<file path="src/rtl/id_ex_stage.sv">
// ID/EX pipeline register with same-cycle writeback bypass, load-use hazard
// detection, bubble insertion and a hazard-bubble counter.
`timescale 1ns/1ps
module id_ex_stage #(
  parameter int XLEN   = 32,
  parameter int CTRL_W = 8,
  parameter int CNT_W  = 16
) (
  input  logic              clk,
  input  logic              rst_n,
  input  logic              id_valid,
  input  logic [XLEN-1:0]   id_pc,
  input  logic [4:0]        rs1,
  input  logic [4:0]        rs2,
  input  logic [4:0]        rd,
  input  logic [XLEN-1:0]   dataA,
  input  logic [XLEN-1:0]   dataB,
  input  logic [XLEN-1:0]   id_imm,
  input  logic [CTRL_W-1:0] id_ctrl,
  input  logic              id_mem_read,
  input  logic              id_reg_wen,
  input  logic [4:0]        wb_rd,
  input  logic [XLEN-1:0]   wb,
  input  logic              RegWen,
  input  logic              flush,
  input  logic              ex_stall,
  output logic              stall,
  output logic              ex_valid,
  output logic              ex_mem_read,
  output logic              ex_reg_wen,
  output logic [XLEN-1:0]   ex_pc,
  output logic [XLEN-1:0]   ex_dataA,
  output logic [XLEN-1:0]   ex_dataB,
  output logic [XLEN-1:0]   ex_imm,
  output logic [4:0]        ex_rs1,
  output logic [4:0]        ex_rs2,
  output logic [4:0]        ex_rd,
  output logic [CTRL_W-1:0] ex_ctrl,
  output logic [CNT_W-1:0]  hz_count
);

  logic [XLEN-1:0] op_a;
  logic [XLEN-1:0] op_b;
  logic            hazard;

  // Writeback lands in the register file at the same edge the operands are
  // captured, so the read data is stale by one write; patch it here.
  always_comb begin
    op_a = dataA;
    op_b = dataB;
    if (RegWen && (wb_rd != 5'd0) && (wb_rd == rs1)) op_a = wb;
    if (RegWen && (wb_rd != 5'd0) && (wb_rd == rs2)) op_b = wb;
  end

  // rs2 is compared even for instructions that do not read it.
  assign hazard = id_valid && ex_valid && ex_mem_read && (ex_rd != 5'd0) &&
                  ((ex_rd == rs1) || (ex_rd == rs2));

  // Handshake: stall=1 asks upstream to hold PC and IF/ID this cycle; ex_stall=1
  // from downstream holds this register; flush and reset override both.
  assign stall = rst_n && !flush && (ex_stall || hazard);

  always_ff @(posedge clk) begin
    if (!rst_n) begin
      ex_valid    <= 1'b0;
      ex_mem_read <= 1'b0;
      ex_reg_wen  <= 1'b0;
      ex_pc       <= '0;
      ex_dataA    <= '0;
      ex_dataB    <= '0;
      ex_imm      <= '0;
      ex_rs1      <= '0;
      ex_rs2      <= '0;
      ex_rd       <= '0;
      ex_ctrl     <= '0;
      hz_count    <= '0;
    end else if (flush || (!ex_stall && hazard)) begin
      ex_valid    <= 1'b0;
      ex_mem_read <= 1'b0;
      ex_reg_wen  <= 1'b0;
      ex_pc       <= '0;
      ex_dataA    <= '0;
      ex_dataB    <= '0;
      ex_imm      <= '0;
      ex_rs1      <= '0;
      ex_rs2      <= '0;
      ex_rd       <= '0;
      ex_ctrl     <= '0;
      if (!flush) hz_count <= hz_count + 1'b1;
    end else if (!ex_stall) begin
      ex_valid    <= id_valid;
      ex_mem_read <= id_valid && id_mem_read;
      ex_reg_wen  <= id_valid && id_reg_wen;
      ex_pc       <= id_pc;
      ex_dataA    <= op_a;
      ex_dataB    <= op_b;
      ex_imm      <= id_imm;
      ex_rs1      <= rs1;
      ex_rs2      <= rs2;
      ex_rd       <= rd;
      ex_ctrl     <= id_ctrl;
    end
  end

endmodule

</file>
<file path="config.mk">
export PLATFORM = sky130hd
export DESIGN_NAME = id_ex_stage
export DESIGN_NICKNAME = d
export VERILOG_FILES = /design/src/rtl/id_ex_stage.sv
export SDC_FILE = /design/constraint.sdc
export NUM_CORES = 1
export LEC_CHECK = 0
export CAP_MARGIN = 20
export CORE_AREA = 2 2 144 146
export CTS_BUF_LIST = sky130_fd_sc_hd__clkbuf_16
export DETAILED_ROUTE_END_ITERATION = 16
export DIE_AREA = 0 0 146 148
export GPL_ROUTABILITY_DRIVEN = 0
export PLACE_DENSITY_LB_ADDON = 0.1
export SETUP_SLACK_MARGIN = 0.3
export SLEW_MARGIN = 20
export SYNTH_ARGS = -nofsm -noshare
export SYNTH_HDL_FRONTEND = slang
export SYNTH_SLANG_ARGS = --single-unit
export TNS_END_PERCENT = 20
</file>
<file path="constraint.sdc">
create_clock -name clk -period 3 [get_ports clk]
set_input_delay 0.3 -clock clk [delete_from_list [all_inputs] [get_ports clk]]
set_output_delay 0.3 -clock clk [all_outputs]
set_load 0.1 [all_outputs]
</file>
## After elaboration in Yosys (flattened, before gate mapping)

Cells that the tools add are included.

- $add $sub $neg: 1
- Eq/ne operators: 4
- Multiplexer cells: 2
- Bitwise operators: 2
- Reduce and logical (&&, ||, !) cells: 21

Operators with widths:

| kind | count |
|---|---|
| 32-bit two-way mux | 2 |
| 5-bit equality test | 4 |
| 16-bit by 1-bit adder with 16-bit output (second input constant) | 1 |
| 1-bit logical AND | 12 |
| 5-bit nonzero test | 2 |
| 1-bit logical OR | 3 |
| 1-bit zero test | 2 |
| 1-bit NOT | 2 |
| 2-bit AND reduction | 1 |
| 2-bit OR reduction | 1 |

- Bits in registers: 170
- Bits of input ports: 196
- Output and inout bits: 171
- Word-level logic and storage cells: 42

## Depth between registers and ports, before layout

Gate-level depths: netlist (run 1).

- Depth after elaboration: 7
- Mapped depth: 8
- Depth with buffers taken out: 6

## Least setup slack after synthesis (run 1)

Ideal clock, no wire load.

- Kind: reg-to-output
- Start: register ex_rd[4]
- End: output port stall
- Arrival: 3.507 ns
- Data required time: 2.700 ns
- Path slack: -0.807 ns
- Stages on the path, launching flop included: 8
- Buffers on the path: 2
- Cell sequence: dfxtp_1 > xnor2_1 > nand3_1 > o22ai_2 > nand2_4 > buf_6 > buf_8 > a21oi_1

- Word-level cells in the longest chain between the ends: 5
- Elaborated cells between the ends (all ways): 8
- Those cells by class: eq/ne: 2; reduce/logical: 6

RTL lines:

| item | RTL line | text |
|---|---|---|
| start: declaration | 37 | `output logic [4:0] ex_rd,` |
| start signal: assignment | 100 | `ex_rd <= rd;` |
| 5-bit equality test or 5-bit nonzero test (tied branches) | 57, 56 |  |
| 1-bit logical OR or 1-bit logical AND (tied branches) | 57, 56 |  |
| 1-bit logical AND * | 56 | `assign hazard = id_valid && ex_valid && ex_mem_read && (ex_rd != 5'd0) &&` |
| 1-bit logical OR * | 61 | `assign stall = rst_n && !flush && (ex_stall \|\| hazard);` |
| 1-bit logical AND * | 61 |  |
| end: declaration | 27 | `output logic stall,` |

Every way passes the cells marked *; elsewhere a longest branch is shown, timed or not.

## Worst setup path after layout (run 1)

- Start: register ex_rd[0]
- End: output port stall

Same word-level chain as after synthesis.

==> flow_summary.yaml, run 1 <==
outcome:
  run_status: "finished clean"
finish:
  fin_cells: 1426
  finalInstanceArea_um2: 11200
  drive_gt1_frac: 0.165
  syn_to_final_growth_pct: 58.5
  fin_nets: 1339
sta:
  hold_viol: 0
  rsz0062_at_grt: "false"
  layout_setup_ws_ns: 0.449
  maxSlewViolCount: 0
  worst_pin_slew_ns: 1.01
  finalSetupViolCount: 0
  setup-tns-final_ns: 0
  finalCritPeriodShare: 0.850
  max_freq_ghz: 0.392
  relSlewSlack: 0.325
  fin_skew_ns: 0.0121
  period_minus_slack_ns: 2.55
clock_network:
  clock-sinks: 170
  numCtsBuffers: 17
  insertion_delay_ns: 0.43
  clk_pin_slew_ns: 0.07
  clk_path_buf_depth: 2
  h-tree-depth: 4
  cts-root-buf: "clkbuf_16"
  postCtsHoldBufs: 0
  cts_tree: "built"
setup_path:
  crit_path_start_kind: "flop"
  crit_buf_inv: 2
  worstPathMaxFanout: 30
  cp.arrival_ns: 2.25
  critPathKind: "reg2out"
  path_cells: "or4_4 > o2111ai_4 > inv_2 > nand2_8 > a21oi_4 > buf_12"
  cpMaxStageDelayCell: "or4_4"
  critical-path-top-delay-family: "simple AND/OR/NAND/NOR gates"
  max_stage_delay_ns: 0.56
  cp-end-kind: "output pin"
  worstPathRequired_ns: 2.70
global_route:
  grt_pass1_vias: 6616
  grt_max_degree: 69
  grt_use_total: 0.225
  met3_usage: 0.0670
  grt_pass1_wl_mm: 38.1
  use_met1: 0.274
  grt_overflow: 0
  busiest_layer: "met2"
  grtUsageMet2: 0.377
  antenna_found_initial: 2
floorplanning:
  core-area_um2: 20000
  start_util: 0.352
  rows: 52
  die_area_um2: 21600
  fp.dieH_um: 148
  ioPinCount: 367
  die_width_um: 146
yosys:
  yosysTopAreaCellShare: 0.482
  syn_inst: 803
  synth_area_um2: 7060
  ys_warn_count: 0
  synth_edf_count: 0
  synthArstFlopShare: 0
  synthFlopType: "dfxtp_1"
  synth.cells.most_frequent: "dfxtp_1, nand2_1, a21oi_1"
  syn-num-nets: 1000
  yosysSeqAreaShare: 0.482
  yosysMostFrequentCell: "dfxtp_1"
  yosysTopAreaCell: "dfxtp_1"
  synth.area.top_cells: "dfxtp_1, mux2i_1, nand2_1"
  syn_area_per_cell_um2: 8.79
  netlist-cell-type-count: 41
  synth_seq_cells: 170
detailed_routing:
  drt_pass1_iterations: 4
  drt_wl_total_mm: 25.0
  drtIter0Drc: 359
  vias_per_cell: 4.80
  wl_per_cell_um: 17.6
  ant_nets: 0
  vias: 6841
  drcViolationCount: 0
placed_design:
  dp_hpwl_mm: 18.4
  place_inst: 1392
  io_buffers: 366
  place_area_um2: 10600
  place_ws_ns: 0.423
flow_run:
  drv_cap: 0
hold_path:
  hold_class: "in2reg"
power_and_ir_drop:
  leakage_nw: 4.15
  powerDensity_nw_per_um2: 521
  peakVddDrop_v: 0.000331
==> power by group <==
group | internal [mW] | switching (mW) | total, mW | leakage (nW)
combinational | 0.411 | 0.749 | 1.16 | 2.46
clock | 1.33 | 0.982 | 2.31 | 0.303
sequential | 2.32 | 0.0366 | 2.36 | 1.39
==> state kept, by name, summed over array words and instances, names as in the netlist <==
register,cells
ex_pc,32
ex_rs1,5
hz_count,16
ex_dataB,32
ex_rd,5
ex_reg_wen,1
ex_valid,1
ex_rs2,5
ex_imm,32
ex_dataA,32
ex_mem_read,1
ex_ctrl,8
==> routing by layer <==
layer | wire (um) | part of all wire
met5 | 8 | 0.00032
met4 | 630 | 0.025
met3 | 1730 | 0.069
met1 | 10600 | 0.42
met2 | 12100 | 0.48
==> per-stage QoR <==
step / hold WS, ns / power [mW] / utilization
floorplan: 0.436 / 3.11 / -
global placement: 0.435 / 3.57 / 0.527
detailed placement: 0.441 / 3.58 / 0.527
CTS: 0.278 / 5.90 / 0.558
global route: 0.295 / 6.05 / 0.558
finish: 0.294 / 5.83 / 0.558
==> worst paths after layout <==
check                           slack (ns)    startpoint            to  cells past startpoint
worst min-delay path                  0.29      ex_stall      ex_rd[2]                      3
worst max register to register        0.69      ex_rd[0]      ex_pc[8]                      7
worst max-delay path                  0.45      ex_rd[0]         stall                      6
worst min register to register        0.45  ex_dataB[28]  ex_dataB[28]                      2
==> placed cells by master (no fill, tap or decap), types with 2 or more instances in the layout <==
cell,count
nor4_4,2
inv_2,2
o21ai_1,38
mux2i_1,67
nor4_1,8
dfxtp_2,5
or3_1,4
clkinv_4,4
a21oi_1,91
clkdlybuf4s50_1,247
o41ai_1,2
nor2_1,16
buf_12,3
clkbuf_16,17
xor2_1,7
and3_1,2
dfxtp_1,165
nand2b_1,3
nand4_1,5
nand3_1,86
nand3_2,8
or4_1,2
buf_4,130
a32oi_1,2
o21ai_0,29
nand2_1,162
inv_1,2
inv_6,4
bufinv_16,3
xnor2_1,21
==> logic make-up (layout without fill, tap and decap cells) <==
family	count (synthesis)	count (layout)	synth area share
AO/OA/AOI/OAI	168	168	0.127
XOR/XNOR	28	28	0.0347
adder cells (fa/ha/maj)	1	1	0.00177
buffers and inverters	63	415	0.0578
flip-flops	170	170	0.482
multiplexers	67	67	0.0950
other	0	1	0
AND/OR/NAND/NOR	306	306	0.202
==> worst register-to-register path, delay by kind of cell, from the launching register on <==
family,cells,cell delay [ns]
AOI/OAI and AO/OA,2,0.41
buffers and inverters,2,0.54
and+or+nand+nor,3,0.94
DFF,1,0.35
==> what timing repair did <==
item	in CTS	in global routing
resized for setup	1	0
buffers inserted	0	1
pin swaps	0	1
setup endpoints to repair	1	1
==> final cells by class <==
type / instances / area [um^2]
Clock buffer: 17 / 425
Clock inverter: 15 / 193
Multi-Input combinational cell: 570 / 3300
Fill cell: 1929 / 8850
Sequential cell: 170 / 3410
Timing Repair Buffer: 380 / 3510
Inverter: 3 / 11.3
Antenna cell: 1 / 2.50
Tap cell: 270 / 338
Note: power is estimated with default switching activity, not from simulation.
==> run 2: changes to the inputs <==
Settings changed: SKIP_LAST_GASP from default to 1, SLEW_MARGIN 20 to default.
==> results of run 2 <==
No change in the layout: final DEF, timing and power equal those of run 1.
==> run 3: changes to the inputs <==
Settings changed: PLACE_DENSITY from default to 0.73, PLACE_DENSITY_LB_ADDON 0.1 to default.
==> flow_summary.yaml, run 3 (synthesized netlist as in run 1, its figures left out) <==
clock_network:
  cts_tree: "built"
  clk_path_buf_depth: 2
  insertion_delay_ns: 0.43
  postCtsHoldBufs: 0
  h-tree-depth: 4
  cts-root-buf: "clkbuf_16"
  clk_pin_slew_ns: 0.06
  clock-sinks: 170
  numCtsBuffers: 17
finish:
  syn_to_final_growth_pct: 58.6
  fin_nets: 1338
  diodes: 0
  regArea_um2: 3410
  final_common_cell: "clkdlybuf4s50_1"
  final_cell_mix: "clkdlybuf4s50_1, dfxtp_1, nand2_1, buf_4, a21oi_1"
  multi_input_area_um2: 3310
  drive_gt1_frac: 0.161
  finalInstanceArea_um2: 11200
  n_fill_cell: 1923
  fin_cells: 1424
sta:
  finalSetupViolCount: 0
  period_minus_slack_ns: 2.61
  rsz0062_at_grt: "true"
  finalCritPeriodShare: 0.869
  fin_skew_ns: 0.0155
  setup-tns-final_ns: 0
  worst_pin_slew_ns: 1.00
  max_freq_ghz: 0.383
  hold_viol: 0
  maxSlewViolCount: 0
  relSlewSlack: 0.328
setup_path:
  cp.arrival_ns: 2.31
  r2r_slack_ns: 0.45
  worstPathMaxFanout: 33
  crit_path_start_kind: "flop"
  cp-end-kind: "output pin"
  reg2regPathDepth: 7
  critPathKind: "reg2out"
  worstPathRequired_ns: 2.70
placed_design:
  dp_hpwl_mm: 18.6
  io_buffers: 366
  place_inst: 1391
  place_area_um2: 10600
power_and_ir_drop:
  powerDensity_nw_per_um2: 522
  leakage_nw: 4.13
  peakVddDrop_v: 0.000437
floorplanning:
  fp.dieH_um: 148
  rows: 52
  ioPinCount: 367
  die_area_um2: 21600
  start_util: 0.352
  die_width_um: 146
  core-area_um2: 20000
detailed_routing:
  vias: 7009
  ant_nets: 0
  drt_pass1_iterations: 4
  vias_per_cell: 4.92
  drt_wl_total_mm: 25.3
  drtIter0Drc: 389
  drcViolationCount: 0
  wl_per_cell_um: 17.8
flow_run:
  drv_cap: 0
outcome:
  run_status: "finished clean"
global_route:
  antenna_found_initial: 0
  grt_pass1_wl_mm: 38.2
  grt_pass1_vias: 6663
  grt_max_degree: 89
  grt_overflow: 0
  grt_use_total: 0.225
hold_path:
  hold_class: "in2reg"
  min_path_cells: 3
==> run 3: changes by cell type in the layout (fill, tap and decap cells not counted), sizes merged <==
cell           previous run  this run
buf                     133       129
clkdlybuf4s50           247       250
clkinv                    6         7
clkinvlp                  1         2
diode                     1         0
inv                       8         6
==> run 3: worst paths after layout <==
check                    start            to
hold / removal        ex_stall     ex_rs1[2]
setup reg to reg      ex_rd[0]    ex_imm[30]
hold reg to reg   ex_dataA[20]  ex_dataA[20]
setup / recovery      ex_rd[0]         stall
==> run 3: layout make-up <==
class / instances / area share
clock buffers: 17 / 0.0380
clock inverters: 15 / 0.0174
inverters: 3 / 0.00101
multi-input cells: 570 / 0.296
flip-flops and latches: 170 / 0.304
well taps: 270 / 0.0302
repair buffers: 379 / 0.313
==> run 3: what timing repair did <==
action,CTS,global route
pin swaps,1,0
endpoints found under the setup margin,24,3
resized for setup,1,1
buffers inserted,1,0
==> run 3: metal layers <==
layer | vias to the layer above | track usage | part of all wire
met4 | 0 | 0.0718 | 0.021
met5 | - | 0 | 0
li1 | 3449 | - | -
met2 | 227 | 0.372 | 0.49
met1 | 3295 | 0.299 | 0.43
met3 | 38 | 0.0435 | 0.052
==> run 3: report_power, final <==
part | total [mW] | leakage, nW | switching, mW | internal, mW
Sequential | 2.36 | 1.39 | 0.0396 | 2.32
Combinational | 1.17 | 2.45 | 0.756 | 0.413
Clock | 2.31 | 0.295 | 0.981 | 1.33
==> run 3: worst max-delay path: stages (launching register included) <==
cell and delay, ns:
dfxtp_2 0.36, or4_4 0.55, o2111ai_4 0.29, inv_2 0.12
nand2_8 0.23, a21oi_4 0.10, buf_12 0.21
==> run 3: per-stage QoR <==
stage	util	hold slack [ns]	power, mW	setup slack [ns]
detailed placement	0.527	0.440	3.58	0.235
floorplan	-	0.436	3.11	0.312
global route	0.559	0.325	6.05	0.288
finish	0.559	0.327	5.84	0.392
global placement	0.527	0.436	3.57	0.252
CTS	0.558	0.292	5.90	0.361
